### config.mk
export PLATFORM = sky130hd
export DESIGN_NAME = word_byte_unpacker
export DESIGN_NICKNAME = d
export VERILOG_FILES = /design/src/rtl/word_byte_unpacker.sv
export SDC_FILE = /design/constraint.sdc
export NUM_CORES = 1
export LEC_CHECK = 0
export CAP_MARGIN = 10
export CORE_MARGIN = 3
export CORE_UTILIZATION = 45
export CTS_BUF_LIST = sky130_fd_sc_hd__clkbuf_8
export DETAILED_ROUTE_END_ITERATION = 8
export GPL_TIMING_DRIVEN = 0
export PLACE_DENSITY = 0.73
export SYNTH_ARGS = -nofsm -noshare
export SYNTH_HDL_FRONTEND = slang
export SYNTH_SLANG_ARGS = --single-unit
### constraint.sdc
create_clock -name Clock -period 2.45 [get_ports Clock]
set_input_delay 0.6125 -clock Clock [delete_from_list [all_inputs] [get_ports Clock]]
set_output_delay 0.6125 -clock Clock [all_outputs]
set_load 0.01 [all_outputs]
### src/rtl/word_byte_unpacker.sv
// Streams a 1/2/4-byte word out one byte per valid/ready handshake; first byte is valid the cycle after Start.
// O/Last/OValid hold while OReady=0; no new word is accepted until the last byte has transferred.
module word_byte_unpacker #(
  parameter bit MSB_FIRST = 1'b1
) (
  input  logic        Clock,
  input  logic        Reset,
  input  logic [31:0] I,
  input  logic [1:0]  Size,
  input  logic        Start,
  output logic        InReady,
  output logic [7:0]  O,
  output logic        OValid,
  input  logic        OReady,
  output logic        Last,
  output logic        Err
);

  typedef enum logic {IDLE = 1'b0, SEND = 1'b1} state_t;

  state_t      state_q, state_d;
  logic [31:0] shift_q, shift_d;
  logic [1:0]  cnt_q, cnt_d;
  logic        err_q, err_d;
  logic [31:0] load_val;

  // The selected bytes are placed so that the first one to send already sits at O.
  always_comb begin
    load_val = I;
    if (MSB_FIRST) begin
      case (Size)
        2'b00:   load_val = {I[7:0], 24'h0};
        2'b01:   load_val = {I[15:0], 16'h0};
        default: load_val = I;
      endcase
    end else begin
      case (Size)
        2'b00:   load_val = {24'h0, I[7:0]};
        2'b01:   load_val = {16'h0, I[15:0]};
        default: load_val = I;
      endcase
    end
  end

  always_comb begin
    state_d = state_q;
    shift_d = shift_q;
    cnt_d   = cnt_q;
    err_d   = 1'b0;
    case (state_q)
      IDLE: begin
        if (Start) begin
          if (Size == 2'b11) begin
            err_d = 1'b1;
          end else begin
            shift_d = load_val;
            cnt_d   = (Size == 2'b00) ? 2'd0 : (Size == 2'b01) ? 2'd1 : 2'd3;
            state_d = SEND;
          end
        end
      end
      SEND: begin
        if (OReady) begin
          // The final byte is left in place so O keeps showing it while idle.
          if (cnt_q == 2'd0) begin
            state_d = IDLE;
          end else begin
            shift_d = MSB_FIRST ? (shift_q << 8) : (shift_q >> 8);
            cnt_d   = cnt_q - 2'd1;
          end
        end
      end
      default: state_d = IDLE;
    endcase
  end

  always_ff @(posedge Clock or negedge Reset) begin
    if (!Reset) begin
      state_q <= IDLE;
      shift_q <= 32'h0;
      cnt_q   <= 2'd0;
      err_q   <= 1'b0;
    end else begin
      state_q <= state_d;
      shift_q <= shift_d;
      cnt_q   <= cnt_d;
      err_q   <= err_d;
    end
  end

  assign InReady = (state_q == IDLE);
  assign OValid  = (state_q == SEND);
  assign Last    = (state_q == SEND) && (cnt_q == 2'd0);
  assign Err     = err_q;
  assign O       = MSB_FIRST ? shift_q[31:24] : shift_q[7:0];

endmodule

**Yosys cells after proc, flatten, opt, wreduce, memory -nomap -nowiden**

Index checks and enable logic that the tools add are counted.

- Register bits after elaboration: 36
- Latch bits: 0
- Bits in writable memories: 0
- Memory bits (read-only): 0
- Logic and storage cells: 37
- Input bits: 38
- Memories: 0

- Order comparisons: 0
- Add/sub/neg operators: 1
- Mux-type cells: 21
- Equal/unequal tests: 6
- Reductions and logical operators: 4
- Div/mod/pow operators: 0
- Shift operators: 0
- Bitwise operators: 1
- Multiply operators: 0

Operators by type and width:

| operator | count |
|---|---|
| $mux W32 | 4 |
| $pmux W32 S2 | 2 |
| $mux W2 | 6 |
| $ne A2 B2 Y1 const B | 4 |
| $mux W1 | 7 |
| $logic_not A2 Y1 | 2 |
| $pmux W2 S2 | 1 |
| $reduce_and A4 Y1 | 1 |
| $eq A2 B1 Y1 const B | 1 |
| $eq A2 B2 Y1 const B | 1 |
| $pmux W1 S2 | 1 |
| $sub A2 B1 Y2 const B | 1 |
| $logic_and A1 B1 Y1 | 1 |
| $not A1 Y1 | 1 |

**Depth between registers and ports, before layout**

- Depth after elaboration: 6
- Mapped depth: 8
- Depth with buffers taken out: 5

**Least setup slack after synthesis**

No wires, ideal clock.

- Path type: reg2out
- Start point: reg state_q (netlist: OValid)
- End point: out Last
- Buffers on the path: 3
- Arrival: 1,200 ps
- Path slack: 638 ps
- Data required time: 1,837 ps
- Cell stages (with the launch flop): 5
- Cell sequence: dfrtp_1 buf_2 buf_2 buf_2 and2_1

- Word-level cells in the longest chain between the ends: 1

Ends and longest elaborated chain:

| element | RTL line | text |
|---|---|---|
| start, declared | 21 | `state_t state_q, state_d;` |
| start signal, assigned | 84 | `state_q <= state_d;` |
| $logic_and A1 B1 Y1 | 93 | `assign Last = (state_q == SEND) && (cnt_q == 2'd0);` |
| end, declared | 15 | `output logic Last,` |

No other way between the ends.

**Final worst setup path**

- Start point: reg state_q (netlist: OValid)
- End point: out InReady

- Word-level cells in the longest chain between the ends: 1

Ends and longest elaborated chain:

| element | RTL line | text |
|---|---|---|
| $not A1 Y1 | - |  |
| end, declared | 11 | `output logic InReady,` |

No other way between the ends.

==> impl_metrics.tcl <==
set metrics [dict create \
    area_growth_pct 29.9 \
    slew_headroom_pct 46.0 \
    dieArea_um2 5620 \
    fin_nets 293 \
    synth_top_cells_by_area "dfrtp_1 (42%), mux2_4 (8.4%), mux2_2 (6.3%)" \
    finalCritPeriodShare_pct 94.2 \
    postCtsSetupRepairBufs 0 \
    drive_gt1_share_pct 20.8 \
    ir_drop_uv 447 \
    grt_pass1_wl_mm 8.18 \
    start_kind "flip-flop" \
    hold_viol 0 \
    drv_cap 0 \
    io_pins 50 \
    max_freq_mhz 433 \
    antenna_found_initial 0 \
    synthesis.area_um2 2140 \
    gp_congestion 0.812 \
    synth_top_area_share_pct 42.1 \
    vias 1663 \
    netlist_instances 202 \
    drc 0 \
    die_w_um 74.9 \
    layout.cells.non_filler 307 \
    cts-resized-gates 4 \
    grt_max_degree 37 \
    crit_type "reg -> out" \
    maxSlewViolCount 0 \
    power-per-cell-area_nw_per_um2 1140 \
    yosys_register_bits 36 \
    grt_overflow_total 0 \
    synth.largest_area_cell "dfrtp_1" \
    setup_viol 0 \
    drtIter0Drc 52 \
    start_util_pct 47.8 \
    ant_nets 0 \
    endpoint_kind "output pin" \
    grt_usage_pct 19.4 \
    cts.sinks 36 \
    cts_root_buf "clkbuf_8" \
    whs_ps 415 \
    worstHoldPathType "in -> async" \
    status "finished clean" \
    cp.required_ps 1840 \
    critPathArrivalTime_ps 1700 \
    yosysUniqueCellTypes 27 \
    firstDrtPassIters 4 \
    dp_hpwl_mm 3.62 \
    vias_per_cell 5.42 \
    pre_cts_ws_ps -71.9 \
    clk_path_buf_depth 2 \
    yosysWarningCount 0 \
    numCtsBuffers 5 \
    die_height_um 74.9 \
    clk_pin_slew_ps 70 \
    cts_hold_buf 0 \
    wl_mm 5.01 \
    fin_skew_ps 7.18 \
    cts_tree "yes" \
    avgRoutedWirePerCell_um 16.3 \
    port_buffers 47 \
    critPathMaxFanout 18 \
    htree_levels 2 \
    rsz0062_at_grt "no" \
    timing.final.ws_setup_ps 142 \
    core.rowCount 24 \
    tightestPinTransition_ps 810 \
    synthesis.nets 241 \
    clock_latency_ps 280 \
    placed_cells 301 \
    period_needed_ps 2310 \
    diodes 0 \
    yosysSeqAreaShare_pct 42.1 \
    leakage_nw 1.21 \
    core_um2 4470 \
    grt_pass1_vias 1643 \
    avgSynthCellArea_um2 10.6 \
]
-- path summary, 6_finish.rpt --
path | slack [ps] | end | start | cells after the start
max | 140 | InReady | OValid | 2
min | 420 | shift_q[6] | Reset | 1
max reg2reg | 600 | shift_q[11] | cnt_q[0] | 8
min reg2reg | 510 | shift_q[8] | shift_q[8] | 1
max in group asynchronous | 1470 | OValid | Reset | 1
min in group Clock | 510 | shift_q[8] | shift_q[8] | 1
-- metrics by stage --
step | utilization (%) | instance area (um2) | setup TNS [ps] | power [W]
after floorplan | - | 2140 | 0 | 0.00222
after global placement | 59.8 | 2670 | -1150 | 0.00268
after detailed placement | 59.6 | 2670 | -71.9 | 0.00271
after CTS | 61.7 | 2760 | -3.09 | 0.00316
after global routing | 62.1 | 2780 | 0 | 0.00340
final | 62.1 | 2780 | 0 | 0.00317
-- state kept, by name, indices dropped and copies added (netlist names) --
| name | flops |
|---|---|
| cnt_q | 2 |
| Err | 1 |
| shift_q | 32 |
| OValid | 1 |
-- synthesized netlist by cell type --
| master | count |
|---|---|
| a31oi_1 | 8 |
| buf_2 | 7 |
| nor2b_1 | 2 |
| nand3_1 | 1 |
| o211ai_1 | 9 |
| clkinv_1 | 1 |
| buf_6 | 4 |
| buf_4 | 8 |
| mux2_4 | 12 |
| and3b_1 | 1 |
| dfrtp_1 | 36 |
| mux2_2 | 12 |
| a22o_1 | 9 |
| and3_1 | 1 |
| nand2_1 | 18 |
| mux2i_1 | 9 |
| a21oi_1 | 9 |
| a211oi_1 | 8 |
| and2_1 | 1 |
| inv_1 | 11 |
| a2bb2oi_1 | 8 |
| a21o_1 | 1 |
| nand2b_1 | 8 |
| ha_1 | 1 |
| nand3b_1 | 8 |
| o2111ai_1 | 1 |
| clkbuf_1 | 8 |
-- cell usage in the layout (no fill, tap or decap), types with 2 or more instances in the layout --
cell             count
a211oi_1             8
a21oi_1              9
a22o_1               9
a2bb2oi_1            8
a31oi_1              8
buf_2                5
buf_4                9
buf_6                4
clkbuf_1             7
clkbuf_8             6
clkdlybuf4s50_1     45
clkinv_2             2
dfrtp_1             35
inv_1               11
mux2_2              12
mux2_4              12
mux2i_1              9
nand2_1             18
nand2b_1             8
nand3b_1             8
nor2b_1              2
o211ai_1             9
-- cells by family (layout without fill, tap and decap cells) --
kind of cell,count (synthesis),after routing,synth area share [%]
and+or+nand+nor,40,40,10.1
adders and majority gates,1,1,0.585
DFF,36,36,42.1
muxes,33,33,19.0
buffers and inverters,39,92,10.1
AOI/OAI and AO/OA,53,53,18.1
-- final cells by class --
cell class,instances,area [um2]
well taps,52,65.1
fillers,369,1700
flip-flops and latches,36,902
clock inverters,2,10.0
clock buffers,6,82.6
inverters,12,48.8
repair buffers,47,468
plain buffers,25,179
multi-input cells,127,1020
-- critical path: stages, from the launching register on --
cell	delay (ps)
dfrtp_2	470
clkinvlp_4	350
clkdlybuf4s50_1	590
-- layer usage --
| metal | global-route usage, % | up-vias | part of all wire, % | wire [um] |
|---|---|---|---|---|
| met1 | 27.3 | 797 | 50 | 2520 |
| met2 | 30.6 | 43 | 44 | 2230 |
| met5 | 0 | - | 0 | 0 |
| li1 | - | 818 | - | - |
| met4 | 5.93 | 0 | 1.2 | 61 |
| met3 | 3.47 | 5 | 4.0 | 200 |
-- report_power, final --
part / internal, W / total (W) / switching [W]
Combinational: 0.000976 / 0.00168 / 0.000699
Sequential: 0.000884 / 0.00105 / 0.000171
Clock: 0.000224 / 0.000435 / 0.000211
Total: 0.00208 / 0.00317 / 0.00108
(Power assumes the default switching activity.)
